### config.mk
export PLATFORM = sky130hd
export DESIGN_NAME = pwm_capture_spi_reader
export DESIGN_NICKNAME = d
export VERILOG_FILES = /design/src/rtl/pwm_capture_spi_reader.sv
export SDC_FILE = /design/constraint.sdc
export NUM_CORES = 1
export LEC_CHECK = 0
export ABC_AREA = 1
export CORE_MARGIN = 1
export CORE_UTILIZATION = 45
export DETAILED_ROUTE_END_ITERATION = 10
export PLACE_DENSITY = 0.67
export SLEW_MARGIN = 15
export SYNTH_ARGS = -nofsm -noshare
export SYNTH_HDL_FRONTEND = slang
export SYNTH_SLANG_ARGS = --single-unit
export TNS_END_PERCENT = 20
### constraint.sdc
create_clock -name clk_i -period 1.9 [get_ports clk_i]
set_clock_uncertainty 0.2 [all_clocks]
set_input_delay 0.285 -clock clk_i [delete_from_list [all_inputs] [get_ports clk_i]]
set_output_delay 0.285 -clock clk_i [all_outputs]
set_load 0.005 [all_outputs]
### src/rtl/pwm_capture_spi_reader.sv
// Fetches capture words from the PWM capture core and serves them to an SPI master (mode 0, MSB first).
// Build option: define SPI_STATUS_HDR_EN to prefix every SPI frame with an 8-bit status byte.
module pwm_capture_spi_reader #(
    parameter int DATA_W      = 32,
    parameter int SYNC_STAGES = 2
) (
    input  logic              clk_i,
    input  logic              rst_i,
    input  logic              cap_int_i,
    input  logic [DATA_W-1:0] cap_data_i,
    output logic              cap_oe_o,
    output logic              int_clr_o,
    output logic              data_rdy_o,
    input  logic              spi_sclk_i,
    input  logic              spi_cs_n_i,
    input  logic              spi_mosi_i,
    output logic              spi_miso_o
);

`ifdef SPI_STATUS_HDR_EN
    localparam int HDR_W = 8;
`else
    localparam int HDR_W = 0;
`endif
    localparam int FRAME_W = DATA_W + HDR_W;
    localparam int CNT_W   = $clog2(FRAME_W + 1);
    localparam logic [CNT_W-1:0] CNT_FULL = CNT_W'(FRAME_W);
    localparam logic [CNT_W-1:0] CNT_ONE  = CNT_W'(1);

    typedef enum logic [2:0] {
        ST_IDLE  = 3'd0,
        ST_OE    = 3'd1,
        ST_LATCH = 3'd2,
        ST_READY = 3'd3,
        ST_SHIFT = 3'd4
    } state_t;

    logic [SYNC_STAGES-1:0] sclk_sync_q;
    logic [SYNC_STAGES-1:0] cs_sync_q;
    logic [SYNC_STAGES-1:0] mosi_sync_q;
    logic                   sclk_prev_q;
    logic                   cs_prev_q;

    state_t                 state_q, state_d;
    logic [DATA_W-1:0]      word_q, word_d;
    logic [FRAME_W-1:0]     shreg_q, shreg_d;
    logic [CNT_W-1:0]       bit_cnt_q, bit_cnt_d;
    logic                   cap_oe_q, cap_oe_d;
    logic                   int_clr_q, int_clr_d;
    logic                   data_rdy_q, data_rdy_d;
    logic                   miso_q, miso_d;

    logic                   sclk_s;
    logic                   cs_n_s;
    logic                   sclk_rise_s;
    logic                   sclk_fall_s;
    logic                   cs_fall_s;
    logic                   cs_rise_s;
    logic                   unused_mosi_s;
    logic [DATA_W-1:0]      body_s;
    logic [FRAME_W-1:0]     load_s;

    assign sclk_s        = sclk_sync_q[SYNC_STAGES-1];
    assign cs_n_s        = cs_sync_q[SYNC_STAGES-1];
    assign sclk_rise_s   = sclk_s & ~sclk_prev_q;
    assign sclk_fall_s   = ~sclk_s & sclk_prev_q;
    assign cs_fall_s     = ~cs_n_s & cs_prev_q;
    assign cs_rise_s     = cs_n_s & ~cs_prev_q;
    // MOSI is synchronised like the other pins but a read-only slave has no use for it.
    assign unused_mosi_s = mosi_sync_q[SYNC_STAGES-1];

    // Pin synchronisers plus one history flop each for edge detection; CS idles high.
    always_ff @(posedge clk_i) begin
        if (rst_i) begin
            sclk_sync_q <= {SYNC_STAGES{1'b0}};
            cs_sync_q   <= {SYNC_STAGES{1'b1}};
            mosi_sync_q <= {SYNC_STAGES{1'b0}};
            sclk_prev_q <= 1'b0;
            cs_prev_q   <= 1'b1;
        end else begin
            sclk_sync_q <= {sclk_sync_q[SYNC_STAGES-2:0], spi_sclk_i};
            cs_sync_q   <= {cs_sync_q[SYNC_STAGES-2:0], spi_cs_n_i};
            mosi_sync_q <= {mosi_sync_q[SYNC_STAGES-2:0], spi_mosi_i};
            sclk_prev_q <= sclk_s;
            cs_prev_q   <= cs_n_s;
        end
    end

    // Frame contents at CS fall: the word only when one is ready, otherwise zeros.
    always_comb begin
        if (state_q == ST_READY) begin
            body_s = word_q;
        end else begin
            body_s = {DATA_W{1'b0}};
        end
`ifdef SPI_STATUS_HDR_EN
        load_s = {data_rdy_q, cap_int_i, 6'b000000, body_s};
`else
        load_s = body_s;
`endif
    end

    // Next-state logic: shifter and bit counter run for every frame, the FSM decides what is served.
    always_comb begin
        state_d   = state_q;
        word_d    = word_q;
        shreg_d   = shreg_q;
        bit_cnt_d = bit_cnt_q;

        if (cs_fall_s) begin
            shreg_d   = load_s;
            bit_cnt_d = {CNT_W{1'b0}};
        end else if (cs_n_s) begin
            shreg_d   = {FRAME_W{1'b0}};
            bit_cnt_d = {CNT_W{1'b0}};
        end else begin
            if (sclk_fall_s) begin
                shreg_d = {shreg_q[FRAME_W-2:0], 1'b0};
            end else begin
                shreg_d = shreg_q;
            end
            if (sclk_rise_s && (bit_cnt_q != CNT_FULL)) begin
                bit_cnt_d = bit_cnt_q + CNT_ONE;
            end else begin
                bit_cnt_d = bit_cnt_q;
            end
        end

        case (state_q)
            ST_IDLE: begin
                if (cap_int_i && cs_n_s) begin
                    state_d = ST_OE;
                end else begin
                    state_d = ST_IDLE;
                end
            end
            ST_OE: begin
                state_d = ST_LATCH;
            end
            ST_LATCH: begin
                word_d  = cap_data_i;
                state_d = ST_READY;
            end
            ST_READY: begin
                if (cs_fall_s) begin
                    state_d = ST_SHIFT;
                end else begin
                    state_d = ST_READY;
                end
            end
            ST_SHIFT: begin
                if (cs_rise_s) begin
                    if (bit_cnt_q == CNT_FULL) begin
                        state_d = ST_IDLE;
                    end else begin
                        state_d = ST_READY;
                    end
                end else begin
                    state_d = ST_SHIFT;
                end
            end
            default: begin
                state_d = ST_IDLE;
            end
        endcase

        // Outputs are registered from the next state so they line up with the state they belong to.
        cap_oe_d   = (state_d == ST_OE) || (state_d == ST_LATCH);
        int_clr_d  = (state_d == ST_LATCH);
        data_rdy_d = (state_d == ST_READY) || (state_d == ST_SHIFT);
        miso_d     = ~cs_n_s & shreg_d[FRAME_W-1];
    end

    // State and datapath registers; reset discards any latched word.
    always_ff @(posedge clk_i) begin
        if (rst_i) begin
            state_q    <= ST_IDLE;
            word_q     <= {DATA_W{1'b0}};
            shreg_q    <= {FRAME_W{1'b0}};
            bit_cnt_q  <= {CNT_W{1'b0}};
            cap_oe_q   <= 1'b0;
            int_clr_q  <= 1'b0;
            data_rdy_q <= 1'b0;
            miso_q     <= 1'b0;
        end else begin
            state_q    <= state_d;
            word_q     <= word_d;
            shreg_q    <= shreg_d;
            bit_cnt_q  <= bit_cnt_d;
            cap_oe_q   <= cap_oe_d;
            int_clr_q  <= int_clr_d;
            data_rdy_q <= data_rdy_d;
            miso_q     <= miso_d;
        end
    end

    assign cap_oe_o   = cap_oe_q;
    assign int_clr_o  = int_clr_q;
    assign data_rdy_o = data_rdy_q;
    assign spi_miso_o = miso_q;

endmodule

==> impl_metrics.env, run 1 <==
export IMPL_drtAntennaViolNets=0
export IMPL_die_footprint_um2=7522
export IMPL_first_iter_violations=153
export IMPL_overflow=0
export IMPL_tritoncts="built"
export IMPL_switching_component_of_the_power_w=0.0008882
export IMPL_postCtsResizedCells=0
export IMPL_post_route_drc_count=0
export IMPL_post_synth_inst_count=422
export IMPL_cts_hold_repair_buffers=0
export IMPL_layout_area_overhead_vs_synth_pct=22.11
export IMPL_timing_final_setup_violations=0
export IMPL_antenna_found_initial=0
export IMPL_tightest_hold_check_type="flop to flop"
export IMPL_maximum_count_of_clock_buffers_along_a_single_path=2
export IMPL_routed_via_density=4.767
export IMPL_postRouteWirelength_um=6451
export IMPL_power_frac_seq_pct=50.5
export IMPL_drt_pass1_iter_count=4
export IMPL_slowest_stage="clkdlybuf4s50_1"
export IMPL_core_um2=6869
export IMPL_largest_net_degree_at_the_start_of_global_routing=33
export IMPL_post_route_cells_drive_above_1_share_pct=8.584
export IMPL_num_nets_final=501
export IMPL_unrepaired_setup_endpoints_after_global_routing="false"
export IMPL_synth_yosys_warnings=0
export IMPL_start_util_pct=47.03
export IMPL_power_static_leakage_nw=1.410
export IMPL_period_minus_slack_ns=1.625
export IMPL_die_h_um=86.73
export IMPL_cp_buffers_inverters=1
export IMPL_fp_row_count=30
export IMPL_kind_of_launch_point_of_the_worst_setup_path="flop"
export IMPL_critPathCaptureType="primary output"
export IMPL_p_sw_share_pct=23.16
export IMPL_fin_crit_sh_pct=85.54
export IMPL_final_seq_area_um2=1662
export IMPL_synthesis_nets=462
export IMPL_design_portCount=42
export IMPL_cellPowerDensity_nw_per_um2=972.0
export IMPL_hold_viol_final=0
export IMPL_routed_via_count=2679
export IMPL_per_cell_routed_wire_length_um=11.48
export IMPL_combinational_cell_fraction_of_total_power_pct=10.9
export IMPL_clock_insertion_delay_worst_skew_ns=0.34
export IMPL_path_delay_family="buffers and inverters"
export IMPL_portBuffers=40
export IMPL_placed_area_um2=3699
export IMPL_grt_pass1_wl_um=10980
export IMPL_number_of_enable_type_register_cells_in_the_synthesized_netlist=0
export IMPL_timing_rr_end="shreg_q[14]"
export IMPL_via_count_of_the_first_global_routing_pass=2487
export IMPL_worst_ep_required_time_ns=1.41
export IMPL_ys_flop_type="dfxtp_1"
export IMPL_worst_slew_pin_transition_ns=0.5784
export IMPL_outcome="finished clean"
export IMPL_clock_sink_count=83
export IMPL_cts_inserted_buffers=9
export IMPL_totalPowerFinal_w=0.003835
export IMPL_arrival_ns=1.14
export IMPL_ys_async_sr_fraction_pct=0
export IMPL_worstSetupPathType="flop to primary output"
export IMPL_worst_setup_hold_path_clk_slew_ns=0.08
export IMPL_hold_path_sink="sclk_sync_q[1]"
export IMPL_ffs_latches_synth=83
export IMPL_clockRootBuffer="clkbuf_8"
export IMPL_yosysSeqAreaShare_pct=51.43
export IMPL_post_cts_repair_setup_buffers=0
export IMPL_synth_cell_type_count=26
export IMPL_maximum_clock_frequency_mhz=615.3
export IMPL_critical_path_max_fanout=1
export IMPL_n_antenna_cell=0
export IMPL_area_taken_by_multi_input_logic_gates_um2=1341
export IMPL_all_layer_global_routing_usage_pct=18.91
export IMPL_post_route_cell_area_um2=3945
export IMPL_postSynthAreaPerCell_um2=7.655
export IMPL_setup_reg_to_reg_worst_slack_ns=0.29
export IMPL_power_ir_vdd_worst_v=0.0005142
export IMPL_max_cap_viol_count=0
export IMPL_r2r_cells=5
export IMPL_floorplan_die_width_um=86.73
export IMPL_cts_htree_levels=3
export IMPL_max_slew_margin_pct=61.38
export IMPL_crit_path_cell_trace="clkdlybuf4s50_1"
export IMPL_worst_hold_path_num_cells=2
export IMPL_layout_filler_cells=655
export IMPL_synth_area_um2=3231
export IMPL_clock_power_share_pct=38.6
export IMPL_fin_tns_setup_ns=0
export IMPL_dp_hpwl_um=4156
export IMPL_worst_hold_startpoint="sclk_sync_q[0]"
export IMPL_slew_violations=0
export IMPL_crit_reg2reg_launch="state_q[1]"
export IMPL_internal_power_w=0.002946
export IMPL_routabilityCongestion=0.7879
export IMPL_crit_path_max_incr_delay_ns=0.49
==> cells by family after synthesis <==
kind of cell               share of synthesized area [%]
buffers and inverters                              7.048
DFF                                                51.43
and+or+nand+nor                                    27.30
AOI/OAI and AO/OA                                  12.63
xor gates and xnor gates                          0.8135
adders and majority gates                         0.7745
==> power by group through the flow <==
| stage | Sequential (W) | Combinational, W | Clock [W] |
|---|---|---|---|
| 2_1_floorplan | 0.00196 | 0.000279 | 0 |
| 3_3_place_gp | 0.00197 | 0.000413 | 0 |
| 3_5_place_dp | 0.00198 | 0.000422 | 0 |
| 4_1_cts | 0.00194 | 0.000425 | 0.00152 |
| 5_1_grt | 0.00195 | 0.000483 | 0.00159 |
| 6_report | 0.00194 | 0.000419 | 0.00148 |
==> final cells by class <==
| class | count | share of cell area [%] |
|---|---|---|
| Clock buffer | 13 | 4.535 |
| Clock inverter | 3 | 1.713 |
| Timing Repair Buffer | 51 | 12.88 |
| Multi-Input combinational cell | 298 | 34.00 |
| Inverter | 18 | 1.713 |
| Tap cell | 96 | 3.045 |
| Sequential cell | 83 | 42.12 |
==> stage by stage <==
step | setup WS (ns) | std cells | util [%] | hold WS, ns
floorplan | 0.5351 | 422 | - | 0.1883
global placement | 0.2802 | 546 | 53.84 | 0.1927
detailed placement | 0.2617 | 546 | 53.84 | 0.1980
CTS | 0.2508 | 562 | 57.43 | 0.2153
global route | 0.1480 | 562 | 57.43 | 0.2394
finish | 0.2748 | 562 | 57.43 | 0.2087
==> flip-flops by register name, summed over array words and instances (netlist names) <==
register	cells
bit_cnt_q	6
cap_oe_o	1
cs_prev_q	1
cs_sync_q	2
data_rdy_o	1
int_clr_o	1
sclk_prev_q	1
sclk_sync_q	2
shreg_q	32
spi_miso_o	1
state_q	3
word_q	32
==> worst min-delay path, cell delays in order, from the launching register on <==
cell	delay [ns]
dfxtp_1	0.30
inv_1	0.04
nor2_1	0.03
==> metal layers <==
layer,track usage [%],vias to the layer above,wire length (µm)
li1,-,1436,-
met3,6.381,6,263
met4,5.606,0,54
met5,0,-,0
met1,23.16,1187,3135
met2,31.53,50,2998
==> cell usage after synthesis, types with 3 or more instances <==
cell type | number | share of area, %
nand2_1 | 115 | 13
buf_4 | 6 | 1.4
a21oi_1 | 7 | 1.1
inv_1 | 14 | 1.6
o21ai_1 | 11 | 1.7
dfxtp_1 | 83 | 51
inv_2 | 4 | 0.46
nand4_1 | 4 | 0.77
clkbuf_1 | 6 | 0.70
o21ai_0 | 26 | 4.0
nand3_1 | 6 | 0.93
a31oi_1 | 30 | 5.8
nor2_1 | 83 | 9.6
clkbuf_2 | 3 | 0.46
buf_6 | 6 | 2.1
nand2_2 | 3 | 0.58
==> layout by cell type (no fill, tap or decap), drive strengths merged <==
cell / count
nand2: 118
a31oi: 30
inv: 18
buf: 11
or2: 2
ha: 2
clkinvlp: 1
bufinv: 2
nand3: 7
nor2: 86
nand4: 4
o21ai: 37
xnor2: 1
nand3b: 1
clkdlybuf4s50: 40
clkbuf: 13
dfxtp: 83
and2: 1
a21oi: 7
xor2: 2
==> worst max path at each step <==
stage / startpoint / cells after the start / endpoint / slack [ns]
2_1_floorplan: bit_cnt_q[0] / 7 / bit_cnt_q[3] / 0.54
3_3_place_gp: rst_i / 6 / bit_cnt_q[4] / 0.28
3_5_place_dp: rst_i / 6 / bit_cnt_q[5] / 0.26
4_1_cts: int_clr_o / 1 / int_clr_o / 0.25
5_1_grt: state_q[1] / 5 / shreg_q[18] / 0.15
6_report: int_clr_o / 1 / int_clr_o / 0.27
No activity file was read; power rests on OpenSTA's default activity.
==> run 2: changes to the inputs <==
CAP_MARGIN = 20   (was default)
==> results of run 2 <==
The final DEF is identical to that of run 1; final timing and power are the same.
==> run 3: changes to the inputs <==
GPL_TIMING_DRIVEN = 0   (was default)
SKIP_CTS_REPAIR_TIMING = 1   (was default)
==> impl_metrics.env, run 3 (synthesis results as in run 1) <==
export IMPL_final_seq_area_um2=1662
export IMPL_antenna_found_initial=0
export IMPL_overflow=0
export IMPL_mostFrequentLayoutCells="nand2_1 (115), nor2_1 (83), dfxtp_1 (83), clkdlybuf4s50_1 (40), a31oi_1 (30)"
export IMPL_critical_path_cell_count=6
export IMPL_clockRootBuffer="clkbuf_8"
export IMPL_core_um2=6869
export IMPL_layout_filler_cells=669
export IMPL_unrepaired_setup_endpoints_after_global_routing="false"
export IMPL_first_iter_violations=107
export IMPL_largest_net_degree_at_the_start_of_global_routing=13
export IMPL_design_portCount=42
export IMPL_postRouteWirelength_um=6716
export IMPL_cts_htree_levels=3
export IMPL_post_route_cells_drive_above_1_share_pct=8.805
export IMPL_max_slew_margin_pct=67.74
export IMPL_all_layer_global_routing_usage_pct=19.72
export IMPL_routed_via_count=2748
export IMPL_post_route_drc_count=0
export IMPL_worst_slew_pin_transition_ns=0.4839
export IMPL_power_ir_vdd_worst_v=0.0004247
export IMPL_layout_cells_most_common="nand2_1"
export IMPL_layout_area_overhead_vs_synth_pct=21.53
export IMPL_maximum_count_of_clock_buffers_along_a_single_path=2
export IMPL_placed_area_um2=3751
export IMPL_routed_via_density=4.796
export IMPL_per_cell_routed_wire_length_um=11.72
export IMPL_fp_row_count=30
export IMPL_post_route_cell_area_um2=3926
export IMPL_cp_buffers_inverters=4
export IMPL_fin_tns_setup_ns=0
export IMPL_power_static_leakage_nw=1.414
export IMPL_slew_violations=0
export IMPL_crit_path_max_incr_delay_ns=0.48
export IMPL_clock_insertion_delay_worst_skew_ns=0.35
export IMPL_cts_inserted_buffers=9
export IMPL_timing_final_setup_violations=0
export IMPL_grt_pass1_wl_um=11410
export IMPL_worst_setup_hold_path_clk_slew_ns=0.07
export IMPL_period_minus_slack_ns=1.654
export IMPL_tritoncts="built"
export IMPL_critPathCaptureType="flop"
export IMPL_kind_of_launch_point_of_the_worst_setup_path="input port"
export IMPL_top_regs="shreg_q (32), word_q (32), bit_cnt_q (6)"
export IMPL_crit_path_cell_trace="clkdlybuf4s50_1 > inv_1 > buf_2 > clkbuf_1 > o21ai_0 > nor2_1"
export IMPL_r2r_cells=7
export IMPL_maximum_clock_frequency_mhz=604.5
export IMPL_portBuffers=40
export IMPL_dp_cells=558
export IMPL_arrival_ns=1.74
export IMPL_dp_hpwl_um=4610
export IMPL_drtAntennaViolNets=0
export IMPL_hold_viol_final=0
export IMPL_worst_ep_required_time_ns=1.99
export IMPL_tightest_hold_check_type="flop to flop"
export IMPL_outcome="finished clean"
export IMPL_num_nets_final=513
export IMPL_floorplan_die_width_um=86.73
export IMPL_die_h_um=86.73
export IMPL_n_antenna_cell=0
export IMPL_worst_hold_path_num_cells=2
export IMPL_fin_crit_sh_pct=87.07
export IMPL_routabilityCongestion=0.7940
export IMPL_slowest_stage="clkdlybuf4s50_1"
export IMPL_clock_sink_count=83
export IMPL_via_count_of_the_first_global_routing_pass=2543
export IMPL_start_util_pct=47.03
export IMPL_cellPowerDensity_nw_per_um2=902.9
export IMPL_drt_pass1_iter_count=6
export IMPL_critical_path_max_fanout=10
export IMPL_path_delay_family="buffers and inverters"
export IMPL_final_hold_worst_slack_ns=0.2147
export IMPL_finalNonFillerCells=573
export IMPL_final_util_pct=57.16
export IMPL_max_cap_viol_count=0
export IMPL_die_footprint_um2=7522
export IMPL_worstSetupPathType="input port to flop"
export IMPL_area_taken_by_multi_input_logic_gates_um2=1341
[run 3: routing by layer]
| metal | routed length, µm | vias to the layer above | GRT usage (%) | part of all wire, % |
|---|---|---|---|---|
| met5 | 0 | - | 0 | 0 |
| met4 | 114 | 0 | 8.182 | 1.7 |
| met3 | 233 | 12 | 3.429 | 3.5 |
| met2 | 3152 | 53 | 32.61 | 47 |
| met1 | 3215 | 1223 | 25.48 | 48 |
| li1 | - | 1460 | - | - |
[run 3: final timing paths]
path	startpoint	to	slack, ns
setup / recovery	rst_i	word_q[22]	0.25
hold / removal	sclk_sync_q[0]	sclk_sync_q[1]	0.21
setup reg to reg	bit_cnt_q[0]	bit_cnt_q[4]	0.32
hold reg to reg	sclk_sync_q[0]	sclk_sync_q[1]	0.21
[run 3: cell type report]
class                           instances  area share [%]
Sequential cell                        83           42.32
Multi-Input combinational cell        298           34.16
Timing Repair Buffer                   40           10.20
Buffer                                 23           4.079
Clock buffer                           12           3.442
Tap cell                               96           3.059
Inverter                               18           1.721
Clock inverter                          3           1.020
[run 3: worst reg2reg max path, stage by stage, from the launching register on]
cell and delay, ns:
dfxtp_1 0.40, inv_1 0.09, ha_1 0.20, nand3_1 0.12
nand2_2 0.12, inv_1 0.19, nand2_1 0.08, a21oi_1 0.12
[run 3: where the power goes]
group / leakage (nW) / total (W) / internal [W] / switching (W)
Clock: 0.0902 / 0.00118 / 0.000598 / 0.000580
Combinational: 0.650 / 0.000434 / 0.000205 / 0.000229
Sequential: 0.674 / 0.00193 / 0.00187 / 0.0000676
[run 3: metrics by stage]
stage                     total power [W]  setup slack (ns)
final                            0.003545            0.2456
after global routing             0.003736           0.09321
after CTS                        0.003574            0.2236
after detailed placement         0.002413           -0.1303
after global placement           0.002400           -0.1296
after floorplan                  0.002238            0.5351
